`config.mk`:
```
export PLATFORM = sky130hd
export DESIGN_NAME = instr_fetch_unit
export DESIGN_NICKNAME = d
export VERILOG_FILES = /design/src/rtl/instr_fetch_unit_pkg.sv /design/src/rtl/instr_fetch_unit.sv
export SDC_FILE = /design/constraint.sdc
export NUM_CORES = 1
export LEC_CHECK = 0
export ABC_CLOCK_PERIOD_IN_PS = 3100
export BUFFER_PORTS_ARGS = -buffer_cell sky130_fd_sc_hd__buf_4
export CAP_MARGIN = 20
export CORE_UTILIZATION = 45
export DETAILED_ROUTE_END_ITERATION = 6
export GPL_TIMING_DRIVEN = 1
export HOLD_SLACK_MARGIN = 0.12
export PLACE_DENSITY = 0.72
export SETUP_SLACK_MARGIN = 0.2
export SYNTH_ARGS = -nofsm -noshare
export SYNTH_HDL_FRONTEND = slang
export SYNTH_SLANG_ARGS = --single-unit
export TNS_END_PERCENT = 100
```
`constraint.sdc`:
```
create_clock -name clk -period 3.1 [get_ports clk]
set_input_delay 0.31 -clock clk [delete_from_list [all_inputs] [get_ports clk]]
set_output_delay 0.31 -clock clk [all_outputs]
set_load 0.01 [all_outputs]
```
`src/rtl/instr_fetch_unit_pkg.sv`:
```
// Shared opcode encodings and fetch FSM states for the instruction fetch unit.
// The opcode values must stay identical to the ones used by the decoder.
package instr_fetch_unit_pkg;

  typedef enum logic [2:0] {
    OP_NOP  = 3'b000,
    OP_LW   = 3'b001,
    OP_SW   = 3'b010,
    OP_J    = 3'b011,
    OP_ADD  = 3'b100,
    OP_ADDI = 3'b101,
    OP_SUB  = 3'b110,
    OP_HALT = 3'b111
  } opcode_e;

  typedef enum logic [2:0] {
    S_FETCH,
    S_WAIT,
    S_PRESENT,
    S_DRAIN,
    S_HALT
  } state_e;

endpackage

```
`src/rtl/instr_fetch_unit.sv`:
```
// Single-outstanding instruction fetch FSM with redirect and halt handling.
// Optional FETCH_NOP_SKIP_EN: fetched NOPs are dropped instead of presented to decode.
module instr_fetch_unit
  import instr_fetch_unit_pkg::*;
#(
  parameter int PC_W = 8,
  parameter int IW   = 16
) (
  input  logic            clk,
  input  logic            rst_n,
  output logic            imem_req,
  output logic [PC_W-1:0] imem_addr,
  input  logic            imem_valid,
  input  logic [IW-1:0]   imem_rdata,
  output logic            instr_valid,
  input  logic            instr_ready,
  output logic [IW-1:0]   instr_word,
  output logic [2:0]      instr_opcode,
  output logic [PC_W-1:0] instr_pc,
  input  logic            redirect,
  input  logic [PC_W-1:0] redirect_pc,
  output logic            halted
);

  state_e            state_q;
  logic [PC_W-1:0]   pc_q;
  logic              imem_req_q;
  logic [PC_W-1:0]   imem_addr_q;
  logic              instr_valid_q;
  logic [IW-1:0]     instr_word_q;
  logic [PC_W-1:0]   instr_pc_q;
  logic              halted_q;
  logic [PC_W-1:0]   pc_inc;

  assign pc_inc       = pc_q + PC_W'(1);
  assign imem_req     = imem_req_q;
  assign imem_addr    = imem_addr_q;
  assign instr_valid  = instr_valid_q;
  assign instr_word   = instr_word_q;
  assign instr_opcode = instr_word_q[IW-1:IW-3];
  assign instr_pc     = instr_pc_q;
  assign halted       = halted_q;

  // NOTE: every register here uses non-blocking assignment so all state
  // updates within one edge see the pre-edge values, independent of order.
  always_ff @(posedge clk or negedge rst_n) begin
    if (!rst_n) begin
      state_q       <= S_FETCH;
      pc_q          <= '0;
      imem_req_q    <= 1'b0;
      imem_addr_q   <= '0;
      instr_valid_q <= 1'b0;
      instr_word_q  <= '0;
      instr_pc_q    <= '0;
      halted_q      <= 1'b0;
    end else begin
      case (state_q)
        S_FETCH: begin
          if (redirect) begin
            pc_q <= redirect_pc;
          end else begin
            imem_req_q  <= 1'b1;
            imem_addr_q <= pc_q;
            state_q     <= S_WAIT;
          end
        end

        S_WAIT: begin
          if (imem_valid) begin
            imem_req_q <= 1'b0;
            if (redirect) begin
              pc_q    <= redirect_pc;
              state_q <= S_FETCH;
            end
`ifdef FETCH_NOP_SKIP_EN
            else if (imem_rdata[IW-1:IW-3] == OP_NOP) begin
              pc_q    <= pc_inc;
              state_q <= S_FETCH;
            end
`endif
            else begin
              instr_word_q  <= imem_rdata;
              instr_pc_q    <= pc_q;
              instr_valid_q <= 1'b1;
              state_q       <= S_PRESENT;
            end
          end else if (redirect) begin
            // Request stays up until the stale response arrives and is dropped.
            pc_q    <= redirect_pc;
            state_q <= S_DRAIN;
          end
        end

        S_PRESENT: begin
          if (instr_ready) begin
            instr_valid_q <= 1'b0;
            if (instr_opcode == OP_HALT) begin
              halted_q <= 1'b1;
              state_q  <= S_HALT;
            end else begin
              pc_q    <= redirect ? redirect_pc : pc_inc;
              state_q <= S_FETCH;
            end
          end else if (redirect) begin
            instr_valid_q <= 1'b0;
            pc_q          <= redirect_pc;
            state_q       <= S_FETCH;
          end
        end

        S_DRAIN: begin
          if (imem_valid) begin
            imem_req_q <= 1'b0;
            state_q    <= S_FETCH;
          end
          if (redirect) begin
            pc_q <= redirect_pc;
          end
        end

        S_HALT: begin
          halted_q <= 1'b1;
        end

        default: begin
          state_q <= S_FETCH;
        end
      endcase
    end
  end

endmodule

```
==> impl_metrics.csv, run 1 <==
group,metric,value,unit
status,status,"finished, violations left",
status,violations,"design-rule violations",
cts,cts_setup_buffers,0,
pwr,pwr_density_cell,921.3,nW/um^2
grt,grt_max_degree,47,
finish,fillCellCount,388,
grt,antenna_found_initial,0,
yosys,synth_area_per_cell,12.21,sq um
worst_setup_path,critPathCaptureType,"flop",
cts,path_clk_slew,0.08,ns
die,coreArea,4444,sq um
worst_setup_path,crit_required,3.28,ns
worst_setup_path,worst_r2r_path_depth,4,
cts,cts_root_buffer,"clkbuf_8",
pwr,p_leak,1.233,nW
yosys,synth-edff-count,0,
drt,vias,1555,
yosys,yosysTopAreaCell,"dfrtp_1",
yosys,synth_most_common_cell,"dfrtp_1",
die,fp-row-count,24,
drt,antenna_left,0,
finish,syn_to_final_growth,28.50,%
yosys,synthTopCellsByArea,"dfrtp_1, mux2_2, buf_4",
cts,ctsResizeCount,0,
timing,fin_ws,1.226,ns
grt,overflow,0,
placed_design,place.gp.congestion,0.7903,
finish,drive_gt1_share,47.88,%
timing,fin_skew,0.004465,ns
worst_hold_path,hold_path_class,"in -> reg",
placed_design,dp_worst_setup_slack,1.253,ns
die,start_util,47.80,%
yosys,seq_area_frac_synth,54.18,%
placed_design,placed_cells,280,
cts,cts.sinks,46,
yosys,synth_top_area_share,54.18,%
finish,final_nets,266,
finish,final_util,61.43,%
yosys,synth_nets,204,
drt,drtPass1Iterations,6,
finish,antenna_cells,0,
yosys,ys.flop_type,"dfrtp_1",
flow_run,max-cap-violations,0,
timing,hold_viol,0,
cts,cts_tree,"yes",
worst_setup_path,arrival,2.05,ns
placed_design,dp_hpwl,3047,microns
grt,grt_pass1_vias,1545,
drt,wl_per_cell,15.32,microns
die,die_height,70.71,microns
cts,clockBufferDepth,2,
drt,wl,4412,microns
timing,setup_tns,0,ns
worst_setup_path,crit_fanout,25,
drt,viasPerCell,5.399,
pwr,peakVddDrop,466.0,uV
timing,final-setup-viol-count,0,
die,boundaryPins,67,
placed_design,port_buffers,66,
yosys,syn_inst,174,
timing,relSlewSlack,56.93,%
timing,clock.fmax,533.6,MHz
timing,max_slew.worst_pin.slew,0.6412,ns
finish,final_cells,288,
yosys,syn_area,2125,sq um
timing,maxSlewViolCount,0,
cts,cts.htree.levels,2,
die,dieWidth,70.71,microns
timing,rsz0062_at_grt,"no",
drt,drtIter0Drc,172,
timing,post-route-period-util,60.45,%
yosys,synth_common_cells,"dfrtp_1, mux2_2, nand2_1",
yosys,synth_warnings,0,
worst_setup_path,cp-start-kind,"flop",
cts,numCtsBuffers,5,
drt,drc,2,
yosys,yosys.cell_types.count,46,
timing,min_period,1.874,ns
yosys,synth-seq-cells,46,
yosys,async_reset_ff_share,100.0,%
grt,grt_usage,19.15,%
cts,insertion_delay,0.29,ns
worst_hold_path,hold_depth,2,
die,dieArea,5000,sq um
grt,grt_pass1_wl,7314,microns
worst_setup_path,path_class,"reg -> reg",
## metrics by stage
stage	hold slack (ns)	area (sq um)	total power, mW
after global routing	0.2306	2730	2.662
after detailed placement	0.3501	2608	2.087
after floorplan	0.01441	2125	1.619
after CTS	0.2342	2730	2.543
after global placement	0.3463	2608	2.066
final	0.2455	2730	2.515
## worst max-delay path, stage by stage (launching register included)
cell	delay, ns
dfrtp_1	0.57
nor3_1	0.30
and3_1	0.18
buf_4	0.31
mux2_2	0.38
## per-layer routing
| layer | vias up | GRT usage (%) | wire length (microns) |
|---|---|---|---|
| met3 | 4 | 5.271 | 186 |
| li1 | 754 | - | - |
| met4 | 0 | 6.444 | 46 |
| met2 | 36 | 30.02 | 2153 |
| met5 | - | 0 | 0 |
| met1 | 761 | 25.87 | 2025 |
## repair_timing
action / in CTS / in global routing
hold endpoints to repair: 46 / 0
endpoints found under the setup margin: 0 / 0
hold buffers: 1 / 0
## sequential cells by signal (all words and copies together) (netlist names)
name and cells:
instr_valid 1, pc_q 8, instr_word 16, halted 1, state_q 3, imem_req 1
imem_addr 8, instr_pc 8
## cell usage in the layout, fill, tap and decap left out, drive strengths merged, types with 2 or more instances in the layout
cell type / n
or3: 2
and4: 2
nand4: 3
nor3: 3
o21ai: 7
o211ai: 2
buf: 67
o22ai: 2
nand2: 11
clkbuf: 6
nand2b: 2
inv: 7
dfrtp: 46
mux2: 32
nor2: 5
a211oi: 2
a21oi: 9
nand3: 4
a21o: 2
## area by class of cell
cell class                 instances  area, sq um  share of cell area (%)
multi-input combinational        108        862.1                   31.58
sequential                        46         1151                   42.16
timing repair buffer              68        513.0                   18.79
clock inverter                     1        30.03                   1.100
inverter                           7        26.28                  0.9624
clock buffer                       6        82.58                   3.025
tap                               52        65.06                   2.383
## path summary, 6_finish.rpt
path / from / to / slack, ns
worst max-delay path: state_q[2] / instr_pc[7] / 1.23
worst min-delay path: imem_rdata[14] / instr_word[14] / 0.25
worst max register to register: state_q[2] / instr_pc[7] / 1.23
worst min register to register: halted / halted / 0.48
max in group asynchronous: rst_n / instr_word[13] / 2.14
min in group asynchronous: rst_n / imem_addr[5] / 0.56
## kinds of logic (layout without fill, tap and decap cells)
family	after synthesis	in the layout	synth area share (%)
simple gates	38	38	10.72
flops	46	46	54.18
mux	32	32	16.96
compound gates	37	37	12.31
buf+inv	20	82	5.242
fa+ha+maj	1	1	0.5888
## power breakdown
group | leakage (nW) | switching [mW] | internal (mW)
logic | 0.628 | 0.407 | 0.588
clock network | 0.0573 | 0.193 | 0.258
registers | 0.548 | 0.212 | 0.857
Power figures use the tool's default switching activity.
==> inputs of run 2 (changes only) <==
--- a/config.mk
+++ b/config.mk
@@ -5,14 +5,14 @@
 export SDC_FILE = /design/constraint.sdc
 export NUM_CORES = 1
 export LEC_CHECK = 0
-export ABC_CLOCK_PERIOD_IN_PS = 3100
+export ABC_CLOCK_PERIOD_IN_PS = 1700
 export BUFFER_PORTS_ARGS = -buffer_cell sky130_fd_sc_hd__buf_4
 export CAP_MARGIN = 20
 export CORE_UTILIZATION = 45
 export DETAILED_ROUTE_END_ITERATION = 6
 export GPL_TIMING_DRIVEN = 1
 export HOLD_SLACK_MARGIN = 0.12
-export PLACE_DENSITY = 0.72
+export PLACE_DENSITY = 0.75
 export SETUP_SLACK_MARGIN = 0.2
 export SYNTH_ARGS = -nofsm -noshare
 export SYNTH_HDL_FRONTEND = slang
==> constraint.sdc (replaced) <==
create_clock -name clk -period 1.7 [get_ports clk]
set_input_delay 0.17 -clock clk [delete_from_list [all_inputs] [get_ports clk]]
set_output_delay 0.17 -clock clk [all_outputs]
set_load 0.01 [all_outputs]
==> run 2 against run 1 <==
  * Die area unchanged
  * Combinational power grew to 2.5 times the previous value
  * Critical path type unchanged
  * The flow still finishes with violations (design-rule violations)
  * Sequential share of layout area fell by 6.7 points
==> impl_metrics.csv, run 2 (same netlist as run 1, synthesis figures left out) <==
group,metric,value,unit
timing,fin_ws,0.1568,ns
worst_setup_path,critPathCaptureType,"flop",
worst_setup_path,arrival,1.72,ns
finish,final_cell_mix,"buf_4, dfrtp_1, mux2_2",
timing,post-route-period-util,90.77,%
cts,clockBufferDepth,2,
worst_setup_path,cpMaxStageDelayCell,"dfrtp_2",
worst_setup_path,cp_num_buf_inv,1,
drt,wl,5797,microns
grt,grt_max_degree,47,
drt,antenna_left,0,
die,fp-row-count,24,
timing,relSlewSlack,61.34,%
worst_setup_path,crit_required,1.88,ns
die,die_height,70.71,microns
worst_setup_path,path_class,"reg -> reg",
worst_setup_path,crit_family,"flip-flops",
finish,syn_to_final_growth,53.36,%
timing,maxSlewViolCount,0,
timing,rsz0062_at_grt,"yes",
cts,numCtsBuffers,5,
cts,cts_root_buffer,"clkbuf_8",
status,status,"finished, violations left",
finish,antenna_cells,0,
placed_design,post_dp_cell_area,2694,sq um
grt,grt_pass1_wl,8825,microns
cts,cts.htree.levels,2,
pwr,p_leak,1.486,nW
finish,largest_reg_flops,16,
finish,fillCellCount,294,
die,coreArea,4444,sq um
pwr,peakVddDrop,822.6,uV
worst_setup_path,crit_fanout,13,
drt,vias,1853,
die,boundaryPins,67,
grt,grt_pass1_vias,1773,
grt,grt_usage,22.83,%
flow_run,max-cap-violations,0,
die,dieArea,5000,sq um
cts,cts.sinks,46,
drt,drc,4,
worst_setup_path,cp-start-kind,"flop",
timing,setup_tns,0,ns
finish,drive_gt1_share,55.48,%
finish,multi_input_area,963.4,sq um
placed_design,place.gp.congestion,0.8424,
placed_design,dp_worst_setup_slack,0.1292,ns
timing,hold_viol,0,
worst_setup_path,path_cells,"nor3_4 > and3_4 > buf_12 > mux2_2",
timing,final-setup-viol-count,0,
worst_hold_path,hold_path_class,"in -> reg",
pwr,pwr_density_cell,1565,nW/um^2
drt,wl_per_cell,17.30,microns
placed_design,port_buffers,66,
drt,viasPerCell,5.531,
placed_design,dp_hpwl,3310,microns
finish,post-route-cell-area,3258,sq um
timing,hold_slack,0.1293,ns
timing,min_period,1.543,ns
finish,seq_area,1156,sq um
grt,antenna_found_initial,0,
grt,overflow,0,
worst_setup_path,reg2reg_slack,0.16,ns
drt,drtPass1Iterations,6,
pwr,total_power,5.098,mW
drt,drtIter0Drc,136,
finish,final_common_cell,"buf_4",
cts,insertion_delay,0.30,ns
die,dieWidth,70.71,microns
timing,max_slew.worst_pin.slew,0.5799,ns
timing,clock.fmax,648.0,MHz
cts,path_clk_slew,0.09,ns
die,start_util,47.80,%
cts,cts_tree,"yes",
worst_setup_path,critPathMaxStageDelay,0.46,ns
status,violations,"design-rule violations",
finish,final_nets,312,
timing,fin_skew,0.005297,ns
run 2: changes by cell type in the layout (fill, tap and decap cells not counted), moves of 2 or more:
cell / delta
nor3_1: -2
dfrtp_2: +4
dfrtp_1: -4
o21ai_0: -2
mux2_4: +8
mux2_2: -8
buf_4: +21
dlygate4sd3_1: +16
o21ai_1: +2
buf_6: +6
run 2: worst min-delay path: stages:
cell and delay, ns:
buf_4 0.08, nand3_1 0.06, nand4_1 0.09
run 2: cell type report:
class                           instances  area share [%]
Clock buffer                            6           2.227
Clock inverter                          2          0.4224
Inverter                                7          0.8065
Multi-Input combinational cell        108           29.57
Sequential cell                        46           35.48
Tap cell                               52           1.997
Timing Repair Buffer                  114           29.49
run 2: per-stage QoR:
step                instances  utilization, %
global route              335           73.31
CTS                       327           69.65
global placement          289           60.61
detailed placement        289           60.61
finish                    335           73.31
floorplan                 174               -
run 2: timing repair:
item	in CTS	in global routing
gates resized for setup	11	24
hold buffers	17	0
buffers inserted	12	8
gates cloned	1	0
setup endpoints to repair	36	39
pin swaps	6	13
hold endpoints to repair	62	0
run 2: routing by layer:
layer | vias to the layer above | GRT usage (%) | part of all wire, %
li1 | 848 | - | -
met1 | 917 | 29.46 | 41
met2 | 73 | 39.00 | 51
met3 | 15 | 5.840 | 6.1
met4 | 0 | 5.111 | 1.8
met5 | - | 0 | 0
run 2: where the power goes:
| group | internal [mW] | switching [mW] |
|---|---|---|
| Clock | 0.291 | 0.372 |
| Combinational | 1.52 | 0.995 |
| Sequential | 1.57 | 0.356 |
run 2: final timing paths:
kind | startpoint | end | depth (start not counted)
min in group asynchronous | rst_n | halted | 2
max in group asynchronous | rst_n | pc_q[0] | 2
min reg2reg | halted | halted | 1
max reg2reg | state_q[2] | instr_pc[7] | 4
min | redirect_pc[7] | pc_q[7] | 3
max | state_q[2] | instr_pc[7] | 4
